$ cat config.mk
export PLATFORM = sky130hd
export DESIGN_NAME = imem_boot_loader_flat
export DESIGN_NICKNAME = d
export VERILOG_FILES = /design/src/rtl/imem_boot_loader_if.sv /design/src/rtl/imem_boot_loader.sv /design/src/flat_wrapper.sv
export SDC_FILE = /design/constraint.sdc
export NUM_CORES = 1
export LEC_CHECK = 0
export CAP_MARGIN = 20
export CELL_PAD_IN_SITES_DETAIL_PLACEMENT = 2
export CELL_PAD_IN_SITES_GLOBAL_PLACEMENT = 2
export CORE_MARGIN = 3
export CORE_UTILIZATION = 36
export CTS_CLUSTER_DIAMETER = 150
export DETAILED_ROUTE_END_ITERATION = 8
export PLACE_DENSITY = 0.9
export SYNTH_ARGS = -nofsm -noshare
export SYNTH_HDL_FRONTEND = slang
export SYNTH_SLANG_ARGS = --single-unit
$ cat constraint.sdc
create_clock -name clk -period 5.55 [get_ports clk]
set_clock_uncertainty 0.05 [all_clocks]
set_input_delay 1.11 -clock clk [delete_from_list [all_inputs] [get_ports clk]]
set_output_delay 1.11 -clock clk [all_outputs]
set_load 0.03 [all_outputs]
$ cat src/rtl/imem_boot_loader_if.sv
// Byte-stream input and instruction-memory write port of the boot loader.
// The master side is the UART receiver and memory; the slave side is the loader.
interface imem_boot_loader_if;
  logic        rx_valid;
  logic [7:0]  rx_data;
  logic        rx_ready;
  logic        imem_we;
  logic [31:0] imem_addr;
  logic [31:0] imem_wdata;

  modport master (
    output rx_valid,
    output rx_data,
    input  rx_ready,
    input  imem_we,
    input  imem_addr,
    input  imem_wdata
  );

  modport slave (
    input  rx_valid,
    input  rx_data,
    output rx_ready,
    output imem_we,
    output imem_addr,
    output imem_wdata
  );
endinterface

$ cat src/rtl/imem_boot_loader.sv
// Loads a big-endian program image (16-bit word count, then 32-bit words)
// from a byte stream into instruction memory while holding the CPU stalled.
module imem_boot_loader #(
  parameter int ADDR_WIDTH = 8,
  parameter int MAX_WORDS  = 256
) (
  input  logic                  clk,
  input  logic                  reset,
  input  logic                  start,
  imem_boot_loader_if.slave     bus,
  output logic                  cpu_hold,
  output logic                  done,
  output logic                  err,
  output logic [ADDR_WIDTH:0]   words_loaded
);

  typedef enum logic [2:0] {
    IDLE   = 3'd0,
    HDR_HI = 3'd1,
    HDR_LO = 3'd2,
    DATA   = 3'd3,
    WRITE  = 3'd4,
    DONE   = 3'd5,
    ERR    = 3'd6
  } state_t;

  localparam logic [16:0] MAX_COUNT = 17'(MAX_WORDS);

  state_t                state_reg,        state_next;
  logic [15:0]           count_reg,        count_next;
  logic [1:0]            byte_cnt_reg,     byte_cnt_next;
  logic [31:0]           word_reg,         word_next;
  logic [ADDR_WIDTH:0]   words_loaded_reg, words_loaded_next;
  logic [31:0]           addr_reg,         addr_next;
  logic [31:0]           wdata_reg,        wdata_next;

  logic                  rx_ready_comb;
  logic                  xfer;
  logic [15:0]           hdr_count;
  logic [31:0]           word_shifted;
  logic [15:0]           words_after_write;
  logic [31:0]           word_byte_addr;

  assign xfer         = bus.rx_valid && rx_ready_comb;
  assign hdr_count    = {count_reg[15:8], bus.rx_data};
  assign word_shifted = {word_reg[23:0], bus.rx_data};
  assign words_after_write = {{(15 - ADDR_WIDTH){1'b0}}, words_loaded_reg} + 16'd1;
  assign word_byte_addr    = {{(29 - ADDR_WIDTH){1'b0}}, words_loaded_reg, 2'b00};

  always_ff @(posedge clk or negedge reset) begin
    if (!reset) begin
      state_reg        <= IDLE;
      count_reg        <= '0;
      byte_cnt_reg     <= '0;
      word_reg         <= '0;
      words_loaded_reg <= '0;
      addr_reg         <= '0;
      wdata_reg        <= '0;
    end else begin
      state_reg        <= state_next;
      count_reg        <= count_next;
      byte_cnt_reg     <= byte_cnt_next;
      word_reg         <= word_next;
      words_loaded_reg <= words_loaded_next;
      addr_reg         <= addr_next;
      wdata_reg        <= wdata_next;
    end
  end

  always_comb begin
    state_next        = state_reg;
    count_next        = count_reg;
    byte_cnt_next     = byte_cnt_reg;
    word_next         = word_reg;
    words_loaded_next = words_loaded_reg;
    addr_next         = addr_reg;
    wdata_next        = wdata_reg;
    rx_ready_comb     = 1'b0;

    case (state_reg)
      IDLE, DONE, ERR: begin
        if (start) begin
          state_next        = HDR_HI;
          words_loaded_next = '0;
          byte_cnt_next     = '0;
        end
      end

      HDR_HI: begin
        rx_ready_comb = 1'b1;
        if (xfer) begin
          count_next[15:8] = bus.rx_data;
          state_next       = HDR_LO;
        end
      end

      HDR_LO: begin
        rx_ready_comb = 1'b1;
        if (xfer) begin
          count_next    = hdr_count;
          byte_cnt_next = '0;
          if (hdr_count == 16'd0) begin
            state_next = DONE;
          end else if ({1'b0, hdr_count} > MAX_COUNT) begin
            state_next = ERR;
          end else begin
            state_next = DATA;
          end
        end
      end

      DATA: begin
        rx_ready_comb = 1'b1;
        if (xfer) begin
          word_next     = word_shifted;
          byte_cnt_next = byte_cnt_reg + 2'd1;
          // Latch the write beat here so addr/wdata are stable for the whole WRITE cycle.
          if (byte_cnt_reg == 2'd3) begin
            state_next = WRITE;
            addr_next  = word_byte_addr;
            wdata_next = word_shifted;
          end
        end
      end

      WRITE: begin
        words_loaded_next = words_loaded_reg + 1'b1;
        byte_cnt_next     = '0;
        if (words_after_write == count_reg) begin
          state_next = DONE;
        end else begin
          state_next = DATA;
        end
      end

      default: begin
        state_next = IDLE;
      end
    endcase
  end

  assign bus.rx_ready   = rx_ready_comb;
  assign bus.imem_we    = (state_reg == WRITE);
  assign bus.imem_addr  = addr_reg;
  assign bus.imem_wdata = wdata_reg;

  // The CPU only runs when no load is in progress or pending after an error.
  assign cpu_hold     = (state_reg != IDLE) && (state_reg != DONE);
  assign done         = (state_reg == DONE);
  assign err          = (state_reg == ERR);
  assign words_loaded = words_loaded_reg;

endmodule

$ cat src/flat_wrapper.sv
// flat-port wrapper written by rule: the top's interface ports become plain ports
module imem_boot_loader_flat 
#(
  parameter int ADDR_WIDTH = 8,
  parameter int MAX_WORDS  = 256
)
  (clk, reset, start, cpu_hold, done, err, words_loaded, bus_rx_valid, bus_rx_data, bus_rx_ready, bus_imem_we, bus_imem_addr, bus_imem_wdata);
  imem_boot_loader_if bus_i ();
  input  logic clk;
  input  logic reset;
  input  logic start;
  output logic cpu_hold;
  output logic done;
  output logic err;
  output logic [ADDR_WIDTH:0] words_loaded;
  input wire logic [$bits(bus_i.rx_valid)-1:0] bus_rx_valid;
  input wire logic [$bits(bus_i.rx_data)-1:0] bus_rx_data;
  output wire logic [$bits(bus_i.rx_ready)-1:0] bus_rx_ready;
  output wire logic [$bits(bus_i.imem_we)-1:0] bus_imem_we;
  output wire logic [$bits(bus_i.imem_addr)-1:0] bus_imem_addr;
  output wire logic [$bits(bus_i.imem_wdata)-1:0] bus_imem_wdata;
  assign bus_i.rx_valid = bus_rx_valid;
  assign bus_i.rx_data = bus_rx_data;
  assign bus_rx_ready = bus_i.rx_ready;
  assign bus_imem_we = bus_i.imem_we;
  assign bus_imem_addr = bus_i.imem_addr;
  assign bus_imem_wdata = bus_i.imem_wdata;
  imem_boot_loader #(.ADDR_WIDTH(ADDR_WIDTH), .MAX_WORDS(MAX_WORDS)) u_core (.clk(clk), .reset(reset), .start(start), .bus(bus_i), .cpu_hold(cpu_hold), .done(done), .err(err), .words_loaded(words_loaded));
endmodule
Word level (Yosys, flattened, before mapping)
Cells that the tools add are included.
{"block": "word_totals", "ff_bits": 95, "latch_bits": 0, "ram_bits": 0, "rom_bits": 0, "output_inout_bits": 78, "elab_cells": 61, "mem_count": 0}
{"block": "op_classes", "addsub": 3, "mul": 0, "n_div": 0, "n_lt_le_gt_ge": 1, "n_eq_ne": 14, "n_shift": 0, "n_mux": 18, "bitwise_logic": 1, "n_reduce_logical": 16}
{"cell": "two-way mux 3 bit", "n": 8}
{"cell": "case mux 9 bit (2 select lines)", "n": 1}
{"cell": "equality test 16 bit", "n": 1}
{"cell": "> comparator 16 x 9 -> 1 bit (second input constant)", "n": 1}
{"cell": "logical NOT 16 bit", "n": 1}
{"cell": "case mux 8 bit (2 select lines)", "n": 1}
{"cell": "case mux 3 bit (5 select lines)", "n": 1}
{"cell": "adder 9 x 1 -> 10 bit (second input constant)", "n": 1}
{"cell": "adder 9 x 1 -> 9 bit (second input constant)", "n": 1}
{"cell": "equality test 3 bit (second input constant)", "n": 3}
{"cell": "two-way mux 9 bit", "n": 1}
{"cell": "two-way mux 8 bit", "n": 1}
{"cell": "inequality test 2 x 1 -> 1 bit (second input constant)", "n": 4}
{"cell": "case mux 2 bit (4 select lines)", "n": 1}
{"cell": "equality test 3 x 2 -> 1 bit (second input constant)", "n": 2}
{"cell": "two-way mux 2 bit", "n": 3}
{"cell": "AND reduction 2 bit", "n": 3}
{"cell": "AND reduction 3 bit", "n": 2}
{"cell": "OR reduction 3 bit", "n": 2}
{"cell": "AND reduction 5 bit", "n": 1}
{"cell": "AND reduction 4 bit", "n": 1}
{"cell": "nonzero test 4 bit", "n": 1}
{"cell": "equality test 3 x 1 -> 1 bit (second input constant)", "n": 1}
{"cell": "logical NOT 3 bit", "n": 1}
{"cell": "other kinds (9)", "n": 10}

Depth between registers and ports, before layout
Gate-level depths: netlist of the first run.
{"block": "depth", "ltp_word": 6, "depth_mapped": 7, "depth_no_buf": 6}

Worst setup path after synthesis of the first run
OpenSTA, ideal clock, no wires.
{"block": "synth_timing", "kind": "input to register", "startpoint": "input port bus_rx_valid", "endpoint": "register u_core.wdata_reg[2] (netlist: u_core.bus.imem_wdata[2])", "setup_ps": 128, "arrival_ps": 2238, "required_ps": 5372, "slack_ps": 3134, "stages": 7, "n_path_buf": 2, "path_cell_list": "nand3b_4 or2_1 buf_2 clkinv_2 nand3_4 buf_6 mux2_1"}
{"block": "synth_between", "elab_chain_cells": 2}
{"element": "from (decl)", "line": "flat_wrapper.sv:16", "text": "input wire logic [$bits(bus_i.rx_valid)-1:0] bus_rx_valid;"}
{"element": "logical AND 1 bit", "line": "imem_boot_loader.sv:44", "text": "assign xfer = bus.rx_valid && rx_ready_comb;"}
{"element": "AND reduction 3 bit (no line)"}
{"element": "to (signal assigned)", "line": "imem_boot_loader.sv:66", "text": "wdata_reg <= wdata_next;"}
{"element": "to (decl)", "line": "imem_boot_loader.sv:35", "text": "logic [31:0] wdata_reg, wdata_next;"}
Every way passes these cells.
A chain may end at the register's enable or synchronous reset.

Worst setup path after layout of the first run
{"block": "layout_timing", "startpoint": "input port bus_rx_valid", "endpoint": "register u_core.wdata_reg[8] (netlist: u_core.bus.imem_wdata[8])"}
The elaborated chain is that of the path after synthesis.

==> results.md, run 1 <==
* Register area share after synthesis at 53.7%
* Mapped Avg Cell Area at roughly 11 µm²
* Leakage Power at 0.00249 µW
* Synth warn at 0
* Tcrit/Tclk final at 75.0%
* Crit Path Max Fanout at 41
* CTS tree: yes
* FP Rows at 39
* Worst VDD drop at 164 µV
* Clk Latency, worst-skew pair at between 0.3 and 0.4 ns
* First-pass GRT wire length at 19.6 mm
* Vias in the first global route at between 3,000 and 4,000
* DR pass1 iterations at 4
* Register bit total from synthesis at 95
* Design Area, Final at between 5000 and 6000 µm²
* CTS buffer count at 9
* Io pins at 90
* Max reg flops at 32
* Post-layout minimum cycle time at 4.16 ns
* Share of cells above drive strength 1 at 16.2%
* Slew headroom at 27.3%
* Overall routing resource usage at between 10% and 20%
* RSZ-0062 raised after global routing: false
* Worst setup EP type: flip-flop
* Final setup fails at 0
* Post-CTS setup buffers at 0
* Final HPWL DP at 8.51 mm
* ANT cells at 0
* Final ANT Viol Nets at 0
* Placed Area at 5060 µm²
* FF-to-FF path depth at 5
* Drt drc at 0
* Required @ worst endpoint at 5.73 ns
* Async set or reset register ratio after synthesis at 100%
* CTS resizes at 0
* DP Cell Count at 585
* Final hold violation count at 0
* Most frequent cells in the layout: 95 x dfrtp_1, 84 x nand2_1, 65 x clkdlybuf4s50_1, 44 x mux2_2, 23 x conb_1
* Clock transition at path regs at 0.06 ns
* Setup Crit Path Kind: primary input to flip-flop
* Post-synth EDFFs at 0
* Max Root-Sink Buffers at 2
* Core area at 11,700 µm²
* Cell Area, Synth at 4420 µm²
* Pins Over Slew Limit at 0
* PD cells at approximately 450 nW/µm²
* Synth area leader: dfrtp_1
* Antenna violations before repair at 0
* Starting Density at 37.8%
* Max cap viols at 0
* DR iter-0 viols at approximately 170
* GPL Wtd Cong at roughly 0.82
* Number of fill cells in the layout at 1,192
* Die H at 117 µm
* Port-buffer cells at 66
* Post-Syn Instances at between 300 and 400
* Post-placement setup slack at ~1.0 ns
* Nets at 467
* Die Area at 13,700 µm²
* Layout Cells excl Fill at 600
* Worst-Margin Slew at 1.09 ns
* Critical path arrival at 4.34 ns
* Layout area overhead at 20.4%
* Most common cell after layout, fill and taps aside: dfrtp_1
* Die width at 117 µm
* Final WL at 12.2 mm
* CP startpoint kind: primary input
* Ys flop type: dfrtp_1
* Hold depth at 2
* Avg WL per Cell at 20.3 µm
* Largest net degree at the start of global routing at 58
* Clock Sinks at 95
* Post-DR vias/cell at 5.29
* Synth unique cells at 45
* Outcome: finished clean
* Worst min path class: flip-flop to flip-flop
* GRT overflow at 0
* Post-CTS Hold Buffers at 0
* Top cell type's share of synthesized area at 53.7%
* Setup TNS at 0 ns
* Synth top area cells: dfrtp_1 54%, mux2_2 11%, nand2_1 7.1%
* Min setup slack post-route at 1.39 ns
* F_max at 240 MHz
* Root Driver: clkbuf_16
* H-tree levels at 3
* Vias at 3,171
[worst paths after layout]
check	start	end	slack (ns)
worst max-delay path	bus_rx_valid	u_core.bus.imem_wdata[8]$_DFFE_PN0P_	1.39
worst min-delay path	u_core.word_reg[19]$_DFFE_PN0P_	u_core.word_reg[19]$_DFFE_PN0P_	0.44
worst max register to register	u_core.state_reg[2]$_DFFE_PN0P_	u_core.bus.imem_wdata[8]$_DFFE_PN0P_	1.98
worst min register to register	u_core.word_reg[19]$_DFFE_PN0P_	u_core.word_reg[19]$_DFFE_PN0P_	0.44
max in group asynchronous	reset	u_core.bus.imem_wdata[16]$_DFFE_PN0P_	3.65
min in group asynchronous	reset	u_core.words_loaded[3]$_DFFE_PN0P_	0.68
[final cells by class]
cell class,instances,area [µm²],area share [%]
multi-input cells,275,1820,34.1
clock buffers,11,243,4.56
repair buffers,67,666,12.5
flip-flops and latches,95,2380,44.6
clock inverters,4,22.5,0.423
inverters,5,20.0,0.376
well taps,143,179,3.36
[cells in the mapped netlist (3+ instances only)]
| master | n |
|---|---|
| nand3_1 | 7 |
| o211ai_1 | 3 |
| dfrtp_1 | 95 |
| clkbuf_1 | 9 |
| inv_1 | 4 |
| xor2_1 | 5 |
| buf_4 | 27 |
| nor2_1 | 16 |
| o41ai_1 | 4 |
| o21ai_0 | 19 |
| nand4_1 | 7 |
| buf_6 | 4 |
| mux2_2 | 44 |
| nand2_1 | 84 |
| xnor2_1 | 9 |
| nand2b_1 | 3 |
| a21oi_1 | 6 |
| mux2_1 | 4 |
| mux2_4 | 9 |
| nor4_1 | 3 |
| and3_1 | 3 |
[critical path: stages]
cell and delay (ns):
clkdlybuf4s50_1 0.53, nand3b_4 0.17, or2_1 0.74, clkinv_2 0.62
nand3_4 0.71, mux2_2 0.43
[layer usage]
| layer | global-route usage (%) | routed length [µm] |
|---|---|---|
| met4 | 5.96 | 245 |
| met2 | 33.5 | 6380 |
| met3 | 3.86 | 521 |
| met1 | 23.5 | 5050 |
| met5 | 0 | 0 |
[logic make-up after synthesis]
kind of cell	after synthesis	synth area share (%)
buf+inv	47	7.04
other cells	1	0.0848
simple gates	135	13.9
mux	57	15.3
flops	95	53.7
fa+ha+maj	2	0.566
xor+xnor	14	2.77
compound gates	44	6.59
[where the power goes]
group	switching (µW)	internal, µW	leakage [µW]	total [µW]
logic	441	326	0.00111	767
clock network	259	311	0.000131	570
registers	199	883	0.00124	1080
[metrics by stage]
step,util (%),power (µW),hold slack [ns]
floorplan,-,1550,0.392
CTS,45.5,2440,0.446
detailed placement,43.2,1850,0.430
finish,45.5,2420,0.440
global placement,43.2,1780,0.413
global route,45.5,2580,0.473
Note: power is estimated with default switching activity, not from simulation.
==> inputs of run 2 (changes only) <==
- CORE_UTILIZATION: 36 -> 30
- PLACE_DENSITY: 0.9 -> 0.8
- clock period: 5.55 -> 3.8 ns (I/O delays scaled with it)
==> run 2 against run 1 <==
Net effect:
- count of clock-buffer cells in the layout shrank 1
- die area is 19% higher
- first-iteration DRC count down 28%
- global-route usage fell by 4.1 points
- critical path depth fell by 1
- largest cell class unchanged
- largest power group unchanged
- highest routed layer unchanged
==> results.md, run 2 (synthesis gave the netlist of run 1 again) <==
* CTS tree: yes
* Die Area at 16,200 µm² (+19%)
* PD cells at 659 nW/µm² (+45%)
* Critical path endpoint: bus_imem_we
* Int Pwr at 2300 µW (+51%)
* Flop2flop setup slack at 1.08 ns (-0.90 ns)
* FP Rows at 43 (+10%)
* Nets at 470 (+0.64%)
* Tcrit/Tclk final at 79.5%
* Final setup fails at 0 (unchanged)
* Layout area overhead at 22.7%
* GPL Wtd Cong at 0.807 (-1.5%)
* Final WL at 11.6 mm (-4.4%)
* Largest net degree at the start of global routing at 54 (-6.9%)
* DR iter-0 viols at 125 (-28%)
* CP Launch Point: u_core.state_reg[1]$_DFFE_PN0P_
* CP startpoint kind: flip-flop
* Io pins at 90 (unchanged)
* DR pass1 iterations at 4 (unchanged)
* Starting Density at 31.3% (-6.5 points)
* Share of cells above drive strength 1 at 17.1% (+0.94 points)
* RSZ-0062 raised after global routing: false
* Switching power total at 1280 µW (+43%)
* Vias at 3,130 (-1.3%)
* Setup TNS at 0 ns (unchanged)
* Vias in the first global route at 3,427 (-0.78%)
* Most common cell after layout, fill and taps aside: dfrtp_1
* Die width at 127 µm (+9.1%)
* Drt drc at 0 (unchanged)
* Final hold violation count at 0 (unchanged)
* ANT cells at 0 (unchanged)
* Worst VDD drop at 275 µV (+67%)
* RR Startpoint: u_core.state_reg[0]$_DFFE_PN0P_
* Worst min path class: primary input to asynchronous set/reset pin
* Sw Share at 35.8% (-1.3 points)
* CTS resizes at 0 (unchanged)
* Flop pwr share at 43.6% (-1.1 points)
* Post-CTS Hold Buffers at 0 (unchanged)
* Clock network power share at 25.3% (+1.7 points)
* Core area at 14,100 µm² (+21%)
* Die H at 127 µm (+9.1%)
* Slew headroom at 34.3% (+7.0 points)
* F_max at 331 MHz
* Avg WL per Cell at 18.2 µm (-11%)
* Clk Latency, worst-skew pair at 0.34 ns (about the same)
* Clock Sinks at 95 (unchanged)
* H-tree levels at 3 (unchanged)
* Final ANT Viol Nets at 0 (unchanged)
* Worst setup EP type: output pin
* FF-to-FF path depth at 5 (unchanged)
* First-pass GRT wire length at 19.2 mm (-1.8%)
* GRT overflow at 0 (unchanged)
* Overall power at 3580 µW (+48%)
* Post-layout minimum cycle time at approximately 3.0 ns
* Max Root-Sink Buffers at 2 (unchanged)
* Max reg flops at 32 (unchanged)
* Pins Over Slew Limit at 0 (unchanged)
* Port-buffer cells at 66 (unchanged)
* Leakage Power at 0.00251 µW (+1.1%)
* Clock transition at path regs at 0.07 ns (about the same)
* Max cap viols at 0 (unchanged)
* R2R Path End: u_core.bus.imem_wdata[3]$_DFFE_PN0P_
* Setup Crit Path Kind: flip-flop to output pin
* Antenna violations before repair at 0 (unchanged)
* Post-DR vias/cell at 4.88 (-7.6%)
* CTS buffer count at 9 (unchanged)
* Most frequent cells in the layout: 95 x dfrtp_1, 84 x nand2_1, 65 x clkdlybuf4s50_1, 44 x mux2_2, 23 x conb_1
* Critical path arrival at 2.21 ns (-2.13 ns)
* Outcome: finished clean
* Crit Path Max Fanout at 15 (-63%)
* Required @ worst endpoint at 2.99 ns (-2.74 ns)
* Post-CTS setup buffers at 0 (unchanged)
* Final HPWL DP at 8.29 mm (-2.5%)
* Overall routing resource usage at 15.0% (-4.1 points)
* Root Driver: clkbuf_16
* Worst-Margin Slew at 0.985 ns (-0.105 ns)
* Combinational share of power at 31.1% (-0.6 points)
## run 2: changes by cell type in the layout (fill, tap and decap cells not counted), sizes merged
cell      change
bufinv        +1
buf           +3
clkinvlp      +1
clkbuf        -1
## run 2: final cells by class
class | instances | area [µm²]
clock buffer | 10 | 239
clock inverter | 6 | 60.1
fill | 1491 | 8720
inverter | 5 | 20.0
multi-input combinational | 275 | 1820
sequential | 95 | 2380
tap | 180 | 225
timing repair buffer | 70 | 688
## run 2: how the worst min path moves through the flow
stage	endpoint	slack, ns	depth (start not counted)
after floorplan	u_core.word_reg[23]$_DFFE_PN0P_	0.39	2
after global placement	u_core.word_reg[17]$_DFFE_PN0P_	0.41	2
after detailed placement	u_core.word_reg[18]$_DFFE_PN0P_	0.43	2
after CTS	u_core.bus.imem_wdata[11]$_DFFE_PN0P_	0.42	1
after global routing	u_core.bus.imem_wdata[7]$_DFFE_PN0P_	0.46	1
final	u_core.bus.imem_wdata[11]$_DFFE_PN0P_	0.41	1
## run 2: power groups by stage
stage	Sequential, µW	Clock (µW)	Combinational (µW)
after floorplan	1580	0	685
after CTS	1560	935	1130
after global placement	1560	0	1050
after global routing	1600	981	1230
after detailed placement	1580	0	1120
final	1560	907	1110
## run 2: through the flow
step / util (%) / instances / setup slack, ns / instance area, µm² / hold WS (ns)
6_report: 38.4 / 641 / 0.780 / 5430 / 0.407
5_1_grt: 38.4 / 641 / 0.612 / 5430 / 0.460
4_1_cts: 38.4 / 641 / 0.757 / 5430 / 0.422
3_5_place_dp: 36.2 / 625 / 0.403 / 5130 / 0.428
3_3_place_gp: 36.2 / 625 / 0.482 / 5130 / 0.410
2_1_floorplan: - / 417 / 1.56 / 4510 / 0.392
## run 2: routing by layer
layer	global-route usage [%]	part of all wire [%]	vias to the layer above
met1	19.8	45	1629
met5	0	0	-
met3	3.01	3.7	11
met4	4.79	1.4	0
li1	-	-	1428
met2	24.7	50	62
## run 2: worst max-delay path, cell delays in order (launching register included)
cell             delay [ns]
dfrtp_1                0.56
nor2_1                 0.22
nand2_1                0.07
buf_4                  0.21
inv_1                  0.12
clkdlybuf4s50_1        0.68
==> inputs of run 3 (changes only) <==
- CORE_UTILIZATION: 30 -> 33
- PLACE_DENSITY: 0.8 -> 0.84
- clock period: 3.8 -> 2.9 ns (I/O delays scaled with it)
==> run 3 against run 2 <==
Net effect:
- combinational power is 41% higher
- utilization is 4.3 points higher
- critical path depth is 2 lower
- worst setup slack worse by 0.65 ns
- sequential share of layout area is 0.56 points lower
- cell count stayed put
- clock power is 37% higher
- die area is 8.7% lower
- count of clock-buffer cells in the layout is 1 higher
==> results.md, run 3 (synthesis gave the netlist of run 1 again) <==
* Outcome: finished clean
* Final HPWL DP at 8.77 mm (+5.7%)
* RR Startpoint: u_core.count_reg[11]$_DFFE_PN0P_
* Vias in the first global route at 3,693 (+7.8%)
* Slew headroom at 45.3% (+11 points)
* First-pass GRT wire length at 20.9 mm (+8.6%)
* Starting Density at 34.4% (+3.1 points)
* Tcrit/Tclk final at 95.4%
* Worst path slowest cell: clkdlybuf4s50_1
* Met1 usage at 22.2% (+2.5 points)
* Post-CTS Hold Buffers at 0 (unchanged)
* Max reg flops at 32 (unchanged)
* Largest stage delay, worst path at 0.74 ns (+0.06 ns)
* FF-to-FF path depth at 5 (unchanged)
* Avg WL per Cell at 20.3 µm (+12%)
* Post-CTS setup buffers at 0 (unchanged)
* Core area at 12,900 µm² (-9.0%)
* Crit Path Max Fanout at 15 (unchanged)
* Root Driver: clkbuf_16
* Post-layout minimum cycle time at ~2.8 ns
* R2R Path End: u_core.state_reg[2]$_DFFE_PN0P_
* Worst-Margin Slew at 0.813 ns (-0.173 ns)
* Max Root-Sink Buffers at 2 (unchanged)
* Overall routing resource usage at 18.4% (+3.5 points)
* Worst VDD drop at 280 µV (+1.9%)
* Worst min path class: primary input to asynchronous set/reset pin
* CTS buffer count at 9 (unchanged)
* Required @ worst endpoint at 2.27 ns (-0.72 ns)
* Critical path arrival at 2.14 ns (-0.07 ns)
* CTS resizes at 0 (unchanged)
* Die H at 122 µm (-4.4%)
* Combinational share of power at 32.1% (+1.0 points)
* Grt peak-use layer: met2
* ANT cells at 0 (unchanged)
* Nets at 478 (+1.7%)
* Die width at 122 µm (-4.4%)
* Routing usage on met3 at 2.46% (-0.55 points)
* Leakage Power at 0.00256 µW (+2.1%)
* Met2 Usage GRT at 33.0% (+8.3 points)
* Int Pwr at 3050 µW (+33%)
* Max cap viols at 0 (unchanged)
* Most frequent cells in the layout: 95 x dfrtp_1, 84 x nand2_1, 65 x clkdlybuf4s50_1, 44 x mux2_2, 23 x conb_1
* PD cells at 882 nW/µm² (+34%)
* H-tree levels at 3 (unchanged)
* Largest net degree at the start of global routing at 56 (+3.7%)
* Crit path top cell by count: nor2_1
* Setup TNS at 0 ns (unchanged)
* GPL Wtd Cong at 0.816 (+1.1%)
* CP startpoint kind: flip-flop
* Most common cell after layout, fill and taps aside: dfrtp_1
* Pins Over Slew Limit at 0 (unchanged)
* Final hold violation count at 0 (unchanged)
* Post-DR vias/cell at 5.09 (+4.2%)
* Final ANT Viol Nets at 0 (unchanged)
* Port-buffer cells at 66 (unchanged)
* Clk Latency, worst-skew pair at 0.36 ns (+0.02 ns)
* Number of fill cells in the layout at 1,329 (-11%)
* Flop pwr share at 42.3% (-1.3 points)
* Final setup fails at 0 (unchanged)
* Finished Core Util at 42.7% (+4.3 points)
* FP Rows at 41 (-4.7%)
* WHS at 0.236 ns (-0.171 ns)
* CP Cell Sequence: nor2_1 -> nor2_1 -> clkdlybuf4s50_1
* Antenna violations before repair at 0 (unchanged)
* Worst setup EP type: output pin
* DR pass1 iterations at 4 (unchanged)
* Share of cells above drive strength 1 at 18.3% (+1.2 points)
* Layout area overhead at 24.3%
* CTS tree: yes
* Clock network power share at 25.6% (+0.3 points)
* F_max at 361 MHz
* GRT overflow at 0 (unchanged)
* Io pins at 90 (unchanged)
* Clock Sinks at 95 (unchanged)
* Drt drc at 0 (unchanged)
* Switching power total at 1800 µW (+40%)
* Overall power at 4850 µW (+36%)
* DR iter-0 viols at 160 (+28%)
* Clock transition at path regs at 0.07 ns (about the same)
* Setup Crit Path Kind: flip-flop to output pin
* RSZ-0062 raised after global routing: false
* Die Area at 14,800 µm² (-8.7%)
* Sw Share at 37.0% (+1.2 points)
* Final WL at 13.0 mm (+12%)
* Vias at 3,263 (+4.2%)
* Flop2flop setup slack at 0.56 ns (-0.52 ns)
-- run 3: cell count changes in the layout (fill, tap and decap cells not counted) --
cell / before / now
buf_12: 0 / 1
inv_8: 0 / 1
buf_4: 5 / 12
clkinvlp_4: 2 / 0
clkbuf_1: 0 / 1
clkinv_4: 0 / 1
inv_6: 0 / 1
clkinv_2: 4 / 2
-- run 3: per-stage QoR --
step	setup WS, ns	std cells	area, µm²
2_1_floorplan	0.658	417	4510
3_3_place_gp	0.253	625	5190
3_5_place_dp	0.146	625	5190
4_1_cts	0.130	641	5500
5_1_grt	0.0658	641	5500
6_report	0.132	641	5500
-- run 3: final cells by class --
class                   instances  area [µm²]  share of cell area (%)
clock buffers                  11         243                    4.42
multi-input cells             275        1820                    33.1
well taps                     172         215                    3.91
inverters                       5        20.0                   0.364
clock inverters                 5        63.8                    1.16
repair buffers                 78         761                    13.8
flip-flops and latches         95        2380                    43.2
-- run 3: per-layer routing --
layer  vias to the layer above  part of all wire (%)  wire length, µm
li1                       1445                     -                -
met1                      1723                    42             5400
met2                        75                    53             6910
met3                        20                   2.9              376
met4                         0                   2.3              299
met5                         -                     0                0
-- run 3: power groups by stage --
stage	registers (µW)	logic, µW	clock network [µW]
floorplan	2070	898	0
global placement	2020	1430	0
detailed placement	2070	1530	0
CTS	2050	1580	1260
global route	2110	1700	1320
finish	2050	1560	1240
-- run 3: how the worst max path moves through the flow --
stage                                             startpoint                               endpoint  slack (ns)  cells past startpoint
after floorplan           u_core.words_loaded[0]$_DFFE_PN0P_        u_core.state_reg[1]$_DFFE_PN0P_        0.66                      6
after global placement                          bus_rx_valid   u_core.bus.imem_wdata[6]$_DFFE_PN0P_        0.25                      7
after detailed placement                        bus_rx_valid  u_core.bus.imem_wdata[11]$_DFFE_PN0P_        0.15                      7
after CTS                    u_core.state_reg[1]$_DFFE_PN0P_                            bus_imem_we        0.13                      4
after global routing         u_core.state_reg[1]$_DFFE_PN0P_                           bus_rx_ready        0.07                      3
final                        u_core.state_reg[1]$_DFFE_PN0P_                           bus_rx_ready        0.13                      3
-- run 3: worst max-delay path, delay by kind of cell, from the launching register on --
family / cells / cell delay [ns]
and+or+nand+nor: 2 / 0.40
buffers and inverters: 1 / 0.74
DFF: 1 / 0.65
